File: src/rtl/instr_sequencer.sv
// instr_sequencer: steps through a small program buffer, pulsing one instruction per slot to a datapath
module instr_sequencer #(
  parameter int DEPTH  = 16,
  parameter int SETTLE = 2
) (
  input  logic        clk,
  input  logic        reset,
  input  logic        prog_we,
  input  logic [3:0]  prog_addr,
  input  logic [10:0] prog_data,
  input  logic [4:0]  prog_len,
  input  logic        start,
  input  logic        abort,
  input  logic [7:0]  result_in,
  output logic [10:0] instruction,
  output logic        execute_next,
  output logic [3:0]  pc,
  output logic        busy,
  output logic        done,
  output logic        error,
  output logic [7:0]  result_out,
  output logic        result_valid
);
  localparam int AW = (DEPTH > 1) ? $clog2(DEPTH) : 1;
  localparam logic [1:0] IDLE  = 2'd0;
  localparam logic [1:0] ISSUE = 2'd1;
  localparam logic [1:0] WAIT  = 2'd2;
  localparam logic [1:0] DONE  = 2'd3;
  logic [1:0]  state_q, state_d;
  logic [4:0]  len_q, len_d;
  logic [3:0]  pc_q, pc_d;
  logic [2:0]  cnt_q, cnt_d;
  logic [10:0] mem_q [DEPTH];
  logic [7:0]  result_q;
  logic        result_valid_q, error_q;
  logic        start_ok, start_bad, last_wait, at_last, capture;
  assign start_ok     = state_q == IDLE && start && prog_len != 5'd0 && prog_len <= 5'(DEPTH);
  assign start_bad    = state_q == IDLE && start && !start_ok;
  assign last_wait    = state_q == WAIT && cnt_q == 3'(SETTLE - 1);
  assign at_last      = {1'b0, pc_q} == len_q - 5'd1;
  assign capture      = last_wait && !abort && instruction[10:8] == 3'b111;
  assign busy         = state_q == ISSUE || state_q == WAIT;
  assign execute_next = state_q == ISSUE;
  assign done         = state_q == DONE;
  assign instruction  = busy ? mem_q[pc_q[AW-1:0]] : 11'd0;
  assign pc           = pc_q;
  assign error        = error_q;
  assign result_out   = result_q;
  assign result_valid = result_valid_q;
  // Program buffer: writable only while idle, survives reset
  always_ff @(posedge clk)
    if (prog_we && state_q == IDLE) mem_q[prog_addr[AW-1:0]] <= prog_data;
  // Next-state: start/issue/settle/complete sequencing with abort out of ISSUE and WAIT
  always_comb begin
    state_d = state_q;
    len_d   = len_q;
    pc_d    = pc_q;
    cnt_d   = cnt_q;
    if (start_ok) begin
      state_d = ISSUE;
      len_d   = prog_len;
      pc_d    = 4'd0;
    end else if (state_q == ISSUE) begin
      state_d = abort ? IDLE : WAIT;
      cnt_d   = 3'd0;
    end else if (state_q == WAIT) begin
      if (abort) state_d = IDLE;
      else if (last_wait) begin
        state_d = at_last ? DONE : ISSUE;
        pc_d    = at_last ? pc_q : pc_q + 4'd1;
      end else cnt_d = cnt_q + 3'd1;
    end else if (state_q == DONE) state_d = IDLE;
  end
  // State, counters and pulse/result registers
  always_ff @(posedge clk)
    if (reset) begin
      state_q        <= IDLE;
      len_q          <= 5'd0;
      pc_q           <= 4'd0;
      cnt_q          <= 3'd0;
      error_q        <= 1'b0;
      result_valid_q <= 1'b0;
      result_q       <= 8'd0;
    end else begin
      state_q        <= state_d;
      len_q          <= len_d;
      pc_q           <= pc_d;
      cnt_q          <= cnt_d;
      error_q        <= start_bad;
      result_valid_q <= capture;
      if (capture) result_q <= result_in;
    end
endmodule

File: config.mk
export PLATFORM = sky130hd
export DESIGN_NAME = instr_sequencer
export DESIGN_NICKNAME = d
export VERILOG_FILES = /design/src/rtl/instr_sequencer.sv
export SDC_FILE = /design/constraint.sdc
export NUM_CORES = 1
export LEC_CHECK = 0
export BUFFER_PORTS_ARGS = -buffer_cell sky130_fd_sc_hd__buf_2
export CAP_MARGIN = 15
export CORE_ASPECT_RATIO = 1.1
export CORE_MARGIN = 2
export CORE_UTILIZATION = 45
export CTS_BUF_LIST = sky130_fd_sc_hd__clkbuf_4 sky130_fd_sc_hd__clkbuf_8 sky130_fd_sc_hd__clkbuf_16
export CTS_CLUSTER_DIAMETER = 120
export DETAILED_ROUTE_END_ITERATION = 8
export PLACE_DENSITY = 0.65
export SLEW_MARGIN = 20
export SYNTH_ARGS = -nofsm -noshare
export SYNTH_HDL_FRONTEND = slang
export SYNTH_SLANG_ARGS = --single-unit
File: constraint.sdc
create_clock -name clk -period 4 [get_ports clk]
set_input_delay 0.6 -clock clk [delete_from_list [all_inputs] [get_ports clk]]
set_output_delay 0.6 -clock clk [all_outputs]
set_load 0.02 [all_outputs]
# [Word-level counts from Yosys, hierarchy flattened]
# Memory sizes are Yosys's and may differ from the RTL's. A register that Yosys moved wholly into a read port is not among the register bits.
# Index checks and enable logic that the tools add are counted.
[totals] regBits=24 mem_count=1 in_bits=33 ram_bits=176
[mem_list] memory="mem_q" depth=16 width=11 read_ports=1 rd_ports_with_merged_regs=1 write_ports=1 line="33" source="logic [10:0] mem_q [DEPTH];"
[op_classes] eq_ne=10 bitwise_logic=4 n_addsub=3 mux=17 n_reduce_logical=21 order_cmp=1
[ops] operator="2-bit 2-to-1 mux" n=7
[ops] operator="3-bit 2-to-1 mux" n=4
[ops] operator="11-bit 2-to-1 mux" n=1
[ops] operator="1-bit logical AND" n=8
[ops] operator="4-bit 2-to-1 mux" n=2
[ops] operator="4-bit by 5-bit == test with 1-bit output" n=1
[ops] operator="5-bit <= comparator, second input constant" n=1
[ops] operator="5-bit inequality test, second input constant" n=1
[ops] operator="5-bit AND reduction" n=1
[ops] operator="5-bit nonzero test" n=1
[ops] operator="5-bit by 1-bit subtractor with 5-bit output, second input constant" n=1
[ops] operator="4-bit by 1-bit adder with 4-bit output, second input constant" n=1
[ops] operator="2-bit == test, second input constant" n=2
[ops] operator="4-bit inequality test, second input constant" n=1
[ops] operator="1-bit NOT" n=4
[ops] operator="2-bit AND reduction" n=2
[ops] operator="4-bit AND reduction" n=1
[ops] operator="4-bit nonzero test" n=1
[ops] operator="3-bit by 1-bit adder with 3-bit output, second input constant" n=1
[ops] operator="3-bit by 1-bit == test with 1-bit output, second input constant" n=1
[ops] operator="3-bit == test, second input constant" n=1
[ops] operator="1-bit 2-to-1 mux" n=3
[ops] operator="3-bit nonzero test" n=1
[ops] operator="2-bit by 1-bit == test with 1-bit output, second input constant" n=1
[ops] operator="other kinds (7)" n=8

# [Longest topological paths before layout]
# Gate-level depths: netlist of run 1.
[logic_depth] word_depth=8 ltp_mapped=9 ltp_nobuf=8

# [Worst setup path before layout of run 1]
# OpenSTA, ideal clock, no wires.
[synth_timing] kind="reg-to-output" start="register (tool-made name)" end="output port instruction[6]" path_buffers=3 required_time_ns=3.400 arrival_ns=2.022 path_stages_with_launch=7 slack_ns=1.378 path_cell_list="dfxtp_1 > buf_6 > buf_12 > buf_6 > mux4_1 > mux4_2 > and2_1"
[synth_rtl] item="to (decl)" line="15" source="output logic [10:0] instruction,"

==> results of run 1 <==
[power by group through the flow]
stage,registers (mW),clock network [mW],logic [mW]
floorplan,2.39,0,0.0766
global placement,2.39,0,0.147
global route,2.35,2.21,0.169
CTS,2.35,2.12,0.154
finish,2.35,2.09,0.153
detailed placement,2.39,0,0.153
[layout make-up]
type | instances | area [sq um] | share of cell area (%)
clock buffer | 27 | 606 | 6.29
clock inverter | 12 | 155 | 1.61
inverter | 5 | 18.8 | 0.195
multi-input combinational | 215 | 2240 | 23.3
sequential | 204 | 5850 | 60.8
tap | 238 | 298 | 3.10
timing repair buffer | 79 | 455 | 4.73
[metrics by stage]
| step | setup WS (ns) | instance area (sq um) | total power [mW] |
|---|---|---|---|
| after floorplan | 1.38 | 8220 | 2.47 |
| after global placement | 1.11 | 8860 | 2.54 |
| after detailed placement | 1.10 | 8860 | 2.54 |
| after CTS | 0.519 | 9620 | 4.62 |
| after global routing | 0.413 | 9620 | 4.72 |
| final | 0.553 | 9620 | 4.59 |
[layer usage]
metal  track usage [%]  vias to the layer above  part of all wire, %
li1                  -                     1920                    -
met1              24.4                     2166                   44
met2              29.5                      150                   48
met3              3.07                       38                  5.6
met4              5.59                        0                  2.9
met5                 0                        -                    0
[logic make-up (layout without fill, tap and decap cells)]
| group | Yosys count | count (layout) |
|---|---|---|
| DFF | 204 | 204 |
| and+or+nand+nor | 106 | 106 |
| xor gates and xnor gates | 9 | 9 |
| buffers and inverters | 26 | 123 |
| AOI/OAI and AO/OA | 23 | 23 |
| muxes | 69 | 69 |
| adders and majority gates | 8 | 8 |
[worst min-delay path by stage]
stage	from	endpoint	slack, ns	cells past startpoint
floorplan	cnt_q[1]$_SDFFE_PP0P_	cnt_q[1]$_SDFFE_PP0P_	0.45	2
global placement	result_out[0]$_SDFFE_PP0P_	result_out[0]$_SDFFE_PP0P_	0.46	2
detailed placement	result_out[7]$_SDFFE_PP0P_	result_out[7]$_SDFFE_PP0P_	0.47	2
CTS	start	error$_SDFF_PP0_	0.32	3
global route	start	error$_SDFF_PP0_	0.35	3
finish	start	error$_SDFF_PP0_	0.33	3
[worst max-delay path, delay by kind of cell (launching register included)]
kind / cells / cell delay (ns)
mux: 2 / 1.10
flops: 1 / 0.53
buf+inv: 2 / 0.52
simple gates: 1 / 0.19
[sequential cells by signal (all words and copies together), names as in the netlist, named ones only]
name	cells
mem_q	176
state_q	2
result_out	8
pc	4
len_q	5
cnt_q	3
error	1
result_valid	1
[cell usage after synthesis (2+ instances only)]
cell / number / area (sq um)
buf_2: 3 / 15.0
mux4_1: 4 / 105
dfxtp_1: 28 / 561
nor3_1: 7 / 35.0
and2_1: 10 / 62.6
ha_1: 8 / 100
a211o_1: 2 / 17.5
nand3_1: 3 / 15.0
nor2_1: 33 / 124
clkbuf_1: 11 / 41.3
buf_6: 5 / 56.3
inv_1: 5 / 18.8
o211ai_1: 2 / 15.0
a211oi_1: 2 / 15.0
nand4b_1: 2 / 17.5
or4b_1: 2 / 20.0
mux2i_1: 19 / 190
mux4_2: 46 / 1040
xnor2_1: 6 / 52.6
nand2_1: 11 / 41.3
nand2b_1: 20 / 125
a21oi_1: 9 / 45.0
edfxtp_1: 176 / 5290
nor2b_1: 8 / 50.1
xor2_1: 3 / 26.3
o21ai_0: 4 / 20.0
nand3b_1: 2 / 15.0
==> out/results.ini, run 1 <==
[setup_path]
critical_path.max_stage_delay_ns=0.62
required_ns=3.40
crit_arrival_ns=2.85
critPathKind=reg -> out
cp-endpoint=instruction[6]
r2r-end=result_out[5]$_SDFFE_PP0P_
crit_slowest_cell=mux4_1
endpoint_kind=output port
worst_r2r_path_depth=6
crit_path_max_fanout=15
r2r_start=state_q[0]$_SDFFE_PP0P_
crit_path_start_kind=flop
crit_chain=buf_4, mux4_1, mux4_2, and2_1, buf_2
ff2ff_setup_slack_ns=1.20

[floorplanning]
core_sq_um=17800
die_h_um=146
io_pins=61
die_width_um=133
initial_core_util_pct=46.2
core.rowCount=51
die_area_sq_um=19400

[final_layout]
syn_to_final_growth_pct=17.0
diodes=0
final_common_cell=edfxtp_1
final_util_pct=54.0
fillers=1396
finalNonFillerCells=780
nNetsFinal=569
final_cell_mix=edfxtp_1, buf_2, mux4_2
drive_gt1_share_pct=31.0

[synthesis]
syn-cell-area_sq_um=8220
synth-adder-area-share_pct=1.22
async_reset_ff_share_pct=0
synth_seq_cells=204
synth_top_family_by_area=multiplexers
synth_compound_area_share_pct=1.77
synth_mux_area_share_pct=16.2
synth_cells=445
synth_area_per_cell_sq_um=18.5
seq_area_frac_synth_pct=71.1
synthSimpleGateAreaFrac_pct=6.86
synth_cell_types=41
ys_warn_count=0
synth_top_flop_cell=edfxtp_1
synth_xor_xnor_area_share_pct=0.959
synth_edf_count=176
synth_nets=486

[sta]
skew_ns=0.0164
whs_ns=0.331
timing.fmax_mhz=290
period_share_pct=86.2
drv_slew=0
fin_tns_setup_ns=0
relSlewSlack_pct=30.0
worst_pin_slew_ns=1.05
finalHoldViolations=0
rsz0062_at_grt=no
min_period_ns=3.45
timing.final.setup_violations=0

[power]
pwr-share-comb_pct=3.3
p_leak_nw=3.22
clkPwrFrac_pct=45.5
p_sw_mw=0.918
power.internal_mw=3.67
power_per_cell_area_nw_per_um2=477
netSwitchingFraction_pct=20.0
ir_drop_mv=0.495
seqPwrFrac_pct=51.2

[routing]
wl_per_cell_um=21.4
dr.pass1.iters=4
routed_wl_mm=16.7
postRouteAntennaNets=0
drc_errors=0
drt-initial-drc-count=266
vias_per_cell=5.48
num_vias=4274

[clock_network]
ctsResizeCount=0
root_buffer=clkbuf_16
clock-sinks=204
insertion_delay_ns=0.52
cts_tree=built
numCtsBuffers=23
clk_pin_slew_ns=0.06
cts_hold_buf=0
htree_levels=1
clockBufferDepth=3
cts_setup_buffers=0

[worst_hold_path]
min_path_type=in -> reg

[global_route]
grt_pass1_wl_mm=26.1
overflow=0
grt.total_usage_pct=17.8
antenna_found_initial=0
grt_pass1_vias=4492
grt_max_degree=43

[placement]
gp_congestion=0.788
placed_cells=741
io_buffers=60
hpwl_mm=10.2

[job]
max_cap_violations=0

[status]
status=finished clean

Power figures use the tool's default switching activity.
==> run 2, diff against run 1 <==
--- a/config.mk
+++ b/config.mk
@@ -9,12 +9,12 @@
 export CAP_MARGIN = 15
 export CORE_ASPECT_RATIO = 1.1
 export CORE_MARGIN = 2
-export CORE_UTILIZATION = 45
+export CORE_UTILIZATION = 55
 export CTS_BUF_LIST = sky130_fd_sc_hd__clkbuf_4 sky130_fd_sc_hd__clkbuf_8 sky130_fd_sc_hd__clkbuf_16
 export CTS_CLUSTER_DIAMETER = 120
 export DETAILED_ROUTE_END_ITERATION = 8
-export PLACE_DENSITY = 0.65
-export SLEW_MARGIN = 20
+export PLACE_DENSITY = 0.76
+export SLEW_MARGIN = 30
 export SYNTH_ARGS = -nofsm -noshare
 export SYNTH_HDL_FRONTEND = slang
 export SYNTH_SLANG_ARGS = --single-unit
==> out/results.ini, run 2 (synthesized netlist as in run 1, its figures left out) <==
[status]
status=finished clean

[routing]
vias_per_cell=5.94
drc_errors=0
drt-initial-drc-count=365
dr.pass1.iters=5
routed_wl_mm=16.9
num_vias=4352
postRouteAntennaNets=0
wl_per_cell_um=23.0

[final_layout]
diodes=0
syn_to_final_growth_pct=15.3
largest_register_ffs=176
fillers=990
final_cell_mix=edfxtp_1, buf_2, mux4_2
drive_gt1_share_pct=30.3
nNetsFinal=568
final_util_pct=65.3
final_common_cell=edfxtp_1

[setup_path]
crit_family=multiplexers
endpoint_kind=output port
crit_chain=buf_12, mux4_2, nor2b_1, a211oi_1, a21oi_1, and2_1, buf_2
critical_path.max_stage_delay_ns=0.54
crit_path_start_kind=flop
critPathKind=reg -> out
crit_slowest_cell=mux4_2
crit_path_max_fanout=47
worst-path-buf-inv=2
crit_arrival_ns=2.63
required_ns=3.40

[clock_network]
clk_pin_slew_ns=0.06
cts_tree=built
cts_hold_buf=0
cts_setup_buffers=0
clockBufferDepth=3
numCtsBuffers=21
ctsResizeCount=0
root_buffer=clkbuf_16
insertion_delay_ns=0.48
clock-sinks=204
htree_levels=1

[floorplanning]
die_h_um=132
die_width_um=121
core_sq_um=14500
die_area_sq_um=15900
initial_core_util_pct=56.7
core.rowCount=46
io_pins=61

[global_route]
grt_max_degree=48
grt.total_usage_pct=21.4
overflow=0
antenna_found_initial=0
grt_pass1_vias=4350
grt_pass1_wl_mm=25.4

[sta]
period_share_pct=80.6
skew_ns=0.00640
relSlewSlack_pct=41.3
timing.final.setup_violations=0
rsz0062_at_grt=no
timing.fmax_mhz=310
finalHoldViolations=0
worst_pin_slew_ns=0.880
drv_slew=0
fin_tns_setup_ns=0
min_period_ns=3.23

[power]
p_leak_nw=3.19
power_mw=4.38
power_per_cell_area_nw_per_um2=462
ir_drop_mv=0.358

[job]
max_cap_violations=0

[placement]
gp_congestion=0.742
hpwl_mm=9.77
io_buffers=60

[worst_hold_path]
min_path_type=in -> reg

==> run 2: cell count changes in the layout (fill, tap and decap cells not counted), sizes merged <==
cell | previous run | this run
buf | 79 | 80
bufinv | 3 | 1
clkbuf | 27 | 29
clkinv | 5 | 7
clkinvlp | 3 | 0
inv | 6 | 5
==> run 2: report_power, final <==
part	total (mW)	leakage (nW)	internal [mW]	switching, mW
clock	1.88	0.336	1.12	0.752
sequential	2.35	1.82	2.34	0.0100
combinational	0.156	1.04	0.0528	0.103
==> run 2: path summary, 6_finish.rpt <==
check / start / end / slack (ns) / depth (start not counted)
max: flop / instruction[9] / 0.77 / 7
min: start / error$_SDFF_PP0_ / 0.36 / 3
max reg2reg: flop / result_out[5]$_SDFFE_PP0P_ / 1.34 / 6
min reg2reg: result_out[0]$_SDFFE_PP0P_ / result_out[0]$_SDFFE_PP0P_ / 0.47 / 2
==> run 2: final cells by class <==
| type | count | area (sq um) | area share [%] |
|---|---|---|---|
| clock inverter | 8 | 58.8 | 0.621 |
| timing repair buffer | 80 | 463 | 4.89 |
| sequential | 204 | 5850 | 61.7 |
| multi-input combinational | 215 | 2240 | 23.6 |
| inverter | 5 | 18.8 | 0.198 |
| tap | 192 | 240 | 2.53 |
| clock buffer | 29 | 609 | 6.43 |
==> run 2: through the flow <==
| stage | setup slack (ns) | cells | hold WS (ns) | instance area, sq um |
|---|---|---|---|---|
| floorplan | 1.38 | 445 | 0.449 | 8220 |
| CTS | 0.750 | 733 | 0.347 | 9480 |
| detailed placement | 1.26 | 696 | 0.463 | 8810 |
| global route | 0.611 | 733 | 0.354 | 9480 |
| finish | 0.774 | 733 | 0.358 | 9480 |
| global placement | 1.26 | 696 | 0.456 | 8810 |
==> run 2: worst min-delay path, delay by kind of cell <==
kind	cells	cell delay [ns]
buffers and inverters	1	0.11
and+or+nand+nor	2	0.08
==> run 2: routing by layer <==
| layer | track usage (%) | part of all wire [%] | wire, um |
|---|---|---|---|
| met5 | 0 | 0 | 0 |
| met4 | 6.78 | 2.4 | 399 |
| met3 | 3.37 | 7.1 | 1190 |
| met2 | 36.8 | 51 | 8630 |
| met1 | 28.3 | 39 | 6650 |
